$ cat config.mk
export PLATFORM = sky130hd
export DESIGN_NAME = dbg_probe_responder
export DESIGN_NICKNAME = d
export VERILOG_FILES = /design/src/rtl/dbg_probe_responder.sv
export SDC_FILE = /design/constraint.sdc
export NUM_CORES = 1
export LEC_CHECK = 0
export BUFFER_PORTS_ARGS = -buffer_cell sky130_fd_sc_hd__buf_2
export CAP_MARGIN = 15
export CORE_AREA = 2 2 239 241
export CTS_CLUSTER_SIZE = 20
export DETAILED_ROUTE_END_ITERATION = 8
export DIE_AREA = 0 0 241 243
export GPL_ROUTABILITY_DRIVEN = 0
export HOLD_SLACK_MARGIN = 0.1
export SLEW_MARGIN = 25
export SYNTH_ARGS = -nofsm -noshare
export SYNTH_HDL_FRONTEND = slang
export SYNTH_SLANG_ARGS = --single-unit
$ cat constraint.sdc
create_clock -name clk -period 2.81 [get_ports clk]
set_input_delay 0.281 -clock clk [delete_from_list [all_inputs] [get_ports clk]]
set_output_delay 0.281 -clock clk [all_outputs]
set_load 0.01 [all_outputs]
$ cat src/rtl/dbg_probe_responder.sv
// dbg_probe_responder: answers GET/PUT/ITER/SCAN requests from a host debug
// port against a table of probe registers that the design can also write.
module dbg_probe_responder #(
    parameter int NUM_ENTRIES = 8,
    parameter int DATA_W      = 32,
    parameter int ID_W        = 8
) (
    input  logic                          clk,
    input  logic                          rst_n,
    input  logic                          req_valid,
    output logic                          req_ready,
    input  logic [1:0]                    req_op,
    input  logic [ID_W-1:0]               req_id,
    input  logic [DATA_W-1:0]             req_data,
    output logic                          rsp_valid,
    input  logic                          rsp_ready,
    output logic [1:0]                    rsp_status,
    output logic [ID_W-1:0]               rsp_id,
    output logic [DATA_W-1:0]             rsp_data,
    input  logic [NUM_ENTRIES-1:0]        hw_we,
    input  logic [NUM_ENTRIES*DATA_W-1:0] hw_wdata,
    output logic [NUM_ENTRIES*DATA_W-1:0] probe_q
);

    localparam int CUR_W = $clog2(NUM_ENTRIES + 1);
    localparam int IDX_W = (NUM_ENTRIES > 1) ? $clog2(NUM_ENTRIES) : 1;

    localparam logic [1:0] OP_GET  = 2'd0;
    localparam logic [1:0] OP_PUT  = 2'd1;
    localparam logic [1:0] OP_ITER = 2'd2;
    localparam logic [1:0] OP_SCAN = 2'd3;

    localparam logic [1:0] ST_OK     = 2'd0;
    localparam logic [1:0] ST_NULL   = 2'd1;
    localparam logic [1:0] ST_BAD_ID = 2'd2;

    localparam logic [ID_W:0]   NUM_ID  = (ID_W+1)'(NUM_ENTRIES);
    localparam logic [CUR_W-1:0] NUM_CUR = CUR_W'(NUM_ENTRIES);

    typedef enum logic {
        IDLE = 1'b0,
        RESP = 1'b1
    } state_t;

    state_t                 state_reg, state_next;
    logic [CUR_W-1:0]       cursor_reg, cursor_next;
    logic [1:0]             status_reg, status_next;
    logic [ID_W-1:0]        id_reg, id_next;
    logic [DATA_W-1:0]      data_reg, data_next;

    logic [DATA_W-1:0]      entry_reg  [NUM_ENTRIES];
    logic [DATA_W-1:0]      entry_next [NUM_ENTRIES];
    logic [NUM_ENTRIES-1:0] entry_we;
    logic [NUM_ENTRIES-1:0] put_sel;

    logic                   accept;
    logic                   id_ok;
    logic                   scan_ok;
    logic [IDX_W-1:0]       req_idx;
    logic [IDX_W-1:0]       cur_idx;

    assign accept  = req_valid && (state_reg == IDLE);
    assign id_ok   = ({1'b0, req_id} < NUM_ID);
    assign scan_ok = (cursor_reg < NUM_CUR);
    assign req_idx = req_id[IDX_W-1:0];
    assign cur_idx = cursor_reg[IDX_W-1:0];

    assign req_ready  = (state_reg == IDLE);
    assign rsp_valid  = (state_reg == RESP);
    assign rsp_status = status_reg;
    assign rsp_id     = id_reg;
    assign rsp_data   = data_reg;

    // Decode which entry an accepted in-range PUT targets
    always_comb begin
        put_sel = '0;
        if (accept && (req_op == OP_PUT) && id_ok) begin
            put_sel[req_idx] = 1'b1;
        end
    end

    // Per-entry write merge: a PUT beats a same-edge design-side write
    generate
        for (genvar gi = 0; gi < NUM_ENTRIES; gi++) begin : g_entry
            assign entry_we[gi]   = put_sel[gi] | hw_we[gi];
            assign entry_next[gi] = put_sel[gi] ? req_data
                                                : hw_wdata[gi*DATA_W +: DATA_W];
            assign probe_q[gi*DATA_W +: DATA_W] = entry_reg[gi];
        end
    endgenerate

    // Probe register table
    always_ff @(posedge clk or negedge rst_n) begin
        if (!rst_n) begin
            for (int i = 0; i < NUM_ENTRIES; i++) begin
                entry_reg[i] <= '0;
            end
        end else begin
            for (int i = 0; i < NUM_ENTRIES; i++) begin
                if (entry_we[i]) begin
                    entry_reg[i] <= entry_next[i];
                end
            end
        end
    end

    // FSM state, iterator cursor and registered response fields
    always_ff @(posedge clk or negedge rst_n) begin
        if (!rst_n) begin
            state_reg  <= IDLE;
            cursor_reg <= NUM_CUR;
            status_reg <= ST_OK;
            id_reg     <= '0;
            data_reg   <= '0;
        end else begin
            state_reg  <= state_next;
            cursor_reg <= cursor_next;
            status_reg <= status_next;
            id_reg     <= id_next;
            data_reg   <= data_next;
        end
    end

    // Next state and response computation; reads use pre-edge entry values
    always_comb begin
        state_next  = state_reg;
        cursor_next = cursor_reg;
        status_next = status_reg;
        id_next     = id_reg;
        data_next   = data_reg;
        case (state_reg)
            IDLE: begin
                if (req_valid) begin
                    state_next = RESP;
                    case (req_op)
                        OP_GET: begin
                            id_next     = req_id;
                            status_next = id_ok ? ST_OK : ST_BAD_ID;
                            data_next   = id_ok ? entry_reg[req_idx] : '0;
                        end
                        OP_PUT: begin
                            id_next     = req_id;
                            status_next = id_ok ? ST_OK : ST_BAD_ID;
                            data_next   = id_ok ? req_data : '0;
                        end
                        OP_ITER: begin
                            cursor_next = '0;
                            status_next = ST_OK;
                            id_next     = ID_W'(NUM_ENTRIES);
                            data_next   = DATA_W'(NUM_ENTRIES);
                        end
                        default: begin
                            if (scan_ok) begin
                                status_next = ST_OK;
                                id_next     = ID_W'(cursor_reg);
                                data_next   = entry_reg[cur_idx];
                                cursor_next = cursor_reg + CUR_W'(1);
                            end else begin
                                // Exhausted: cursor holds until the next ITER
                                status_next = ST_NULL;
                                id_next     = '0;
                                data_next   = '0;
                            end
                        end
                    endcase
                end
            end
            default: begin
                if (rsp_ready) begin
                    state_next = IDLE;
                end
            end
        endcase
    end

endmodule

==> run metrics <==
post-route ant nets=0; startpoint types=input port; fin cells=3,603; Ports=610; Slew @ Worst Pin=1.04 ns; FF-to-FF path depth=7; power per cell area=556 nW/µm²; CTS tree=done; setup TNS=0 ns; Area growth syn-to-layout=57.3%; vias in the first global route=21,100; DP Cell Count=3,028; CP required=3.25 ns; share of layout cells above drive strength 1=0.305; f_max=360 MHz; min-delay src=req_data[14]; hpwl dp=61.0 mm; CP arrival=3.22 ns; Setup crit end kind=flop; CTS root buf=clkbuf_16; Peak VDD IR=0.366 mV; number of port buffers=609; TritonRoute pass-1 iters=7; die height=243 µm; Post-Syn Area per Cell=10.0 µm²; die area=58,600 µm²; fin nets=3,126; Routed WL=96.4 mm; final hold violation count=0; chip width=241 µm; Synth Instances=1,791; r2r endpoint=probe_q[68]; FF+latch count, synth=303; clk_lat worst skew=0.56 ns; number of max-cap violations=0; Global Route Usage Sum=0.316; Setup Fix Bufs, Post-CTS=0; Core ar.=56,000 µm²; synthesized cell area=18,000 µm²; Synth cell types=54; Synth Flop Type=dfrtp_1; Remaining DRCs=0; CP max FO=64; syn nets=2,102; pre-CTS WS=0.189 ns; Period minus WS final=2.78 ns; kind of critical path=in2reg; total power draw=15.7 mW; drt initial violations=1,740; dpl cell area=21,900 µm²; initial antenna violation count=5; max FFs per register=256; first-pass GRT wire length=136 mm; vias per inst=5.71; Pins Over Slew Limit=0; WL/cell=26.7 µm; Async SR Flop Fraction=1.00; Final period util=0.989; Hold Crit Depth=3; CTS H-tree depth=2; Hold EP=probe_q[78]; Fillers=4,971; Tightest Hold Check Type=in2reg; outcome=complete, no violations; CTS Buffer Depth=3; initial core utilization=0.322; gr ovfl total=0; Post-synth EDFFs=0; cts bufs inserted=38; share of the yosys chip area belonging to registers=0.421; final instance area=28,300 µm²; Worst-path clk slew=0.06 ns; Worst slew margin=0.303; clock sink count=303; clock tree skew after final layout=0.0238 ns; largest net degree at the start of global routing=69; worst reg2reg startpoint=rsp_valid; setup slack after layout=0.0297 ns; reg2reg setup slack=0.07 ns; FP Rows=87; RSZ-0062 raised after global routing=yes; via count=20,600; Leakage=12.9 nW; final setup fails=0; Ys Warns=0
-- layout make-up --
class,count,area (µm²),area share
antenna,4,10.0,0.000354
clock inverter,14,176,0.00623
multi-input combinational,1296,9620,0.340
clock buffer,54,1170,0.0415
timing repair buffer,1170,8760,0.310
inverter,6,22.5,0.000796
sequential,303,7590,0.268
tap,756,946,0.0334
-- logic make-up after synthesis --
group | Yosys count | share of synthesized area
compound gates | 489 | 0.164
fa+ha+maj | 1 | 0.000695
buf+inv | 194 | 0.0506
flops | 303 | 0.421
mux | 402 | 0.271
simple gates | 402 | 0.0926
-- how the worst max path moves through the flow --
stage,from,endpoint,slack (ns),cells past startpoint
5_1_grt,req_op[0],probe_q[52],-0.04,9
3_3_place_gp,req_id[1],probe_q[197],0.26,6
3_5_place_dp,req_id[1],probe_q[213],0.19,6
6_report,req_op[0],probe_q[68],0.03,9
4_1_cts,rsp_valid,probe_q[2],0.11,7
2_1_floorplan,cursor_reg[0],rsp_data[10],0.85,6
-- worst max-delay path, stage by stage --
cell and delay [ns]:
dlygate4sd3_1 0.53, buf_2 0.17, nor2b_2 0.19, nand4b_2 0.12
buf_4 0.22, or3_4 0.72, nor2_1 0.28, a21oi_1 0.07
dlygate4sd3_1 0.62
-- metal layers --
| layer | vias to the layer above | track usage | part of all wire |
|---|---|---|---|
| met4 | 0 | 0.203 | 0.070 |
| met1 | 9998 | 0.386 | 0.37 |
| li1 | 8629 | - | - |
| met2 | 1503 | 0.499 | 0.46 |
| met5 | - | 0 | 0 |
| met3 | 456 | 0.0739 | 0.098 |
-- metrics by stage --
step / hold slack [ns] / util
2_1_floorplan: -0.0146 / -
3_3_place_gp: 0.246 / 0.391
3_5_place_dp: 0.250 / 0.391
6_report: 0.134 / 0.506
5_1_grt: 0.130 / 0.506
4_1_cts: 0.101 / 0.505
-- power breakdown --
part	leakage (nW)	switching [mW]	total, mW	internal, mW
Combinational	8.71	2.21	4.69	2.48
Sequential	3.56	0.789	5.68	4.90
Clock	0.673	2.08	5.36	3.28
Total	12.9	5.09	15.7	10.6
-- cells in the mapped netlist (2+ instances only) --
library cell	n	area, µm²
a221oi_1	6	52.6
nand2_1	144	541
mux4_2	66	1490
or4_1	3	22.5
nor2_2	2	12.5
a21oi_2	2	17.5
and2_1	5	31.3
a22oi_1	45	338
o21ai_0	130	651
o22a_1	5	43.8
dfrtp_1	302	7560
a31oi_1	33	206
or2_2	3	18.8
o221a_2	3	33.8
buf_1	2	7.51
buf_4	4	30.0
nor2b_1	10	62.6
buf_2	56	280
o2bb2ai_1	2	17.5
o221ai_1	14	123
buf_6	13	146
a211oi_1	9	67.6
nor3_2	4	40.0
mux2i_1	319	3190
a221oi_2	7	105
inv_1	4	15.0
nand2b_1	7	43.8
clkbuf_1	113	424
a2111oi_0	5	43.8
a22o_1	2	17.5
nor3_1	5	25.0
nor2_1	209	785
a32o_1	9	90.1
o22ai_1	21	131
mux2_2	17	191
or3_1	4	25.0
clkinv_1	2	7.51
o31ai_1	2	15.0
o21ai_1	3	15.0
a21oi_1	185	926
-- placed cells by master (no fill, tap or decap), types with 5 or more instances in the layout --
cell type and n:
clkbuf_16 41, dlygate4sd3_1 501, dfrtp_1 300, a221oi_2 7
a211oi_1 9, nor2_2 7, a221oi_1 6, o221ai_1 14
a2111oi_0 5, nand2b_1 6, buf_4 45, a21oi_1 185
a32o_1 9, nor2_1 204, clkbuf_8 10, buf_12 18
a22oi_1 45, nand2_1 143, o22a_1 5, nor3_1 5
o21ai_0 130, mux2i_1 319, mux4_2 66, mux2_2 17
buf_2 604, o22ai_1 21, clkinv_2 8, a31oi_1 33
-- repair_timing --
action	4_1_cts	5_1_grt
gates resized for setup	0	7
endpoints found under the setup margin	0	51
hold endpoints to repair	313	0
hold buffers	501	0
No activity file was read; power rests on OpenSTA's default activity.
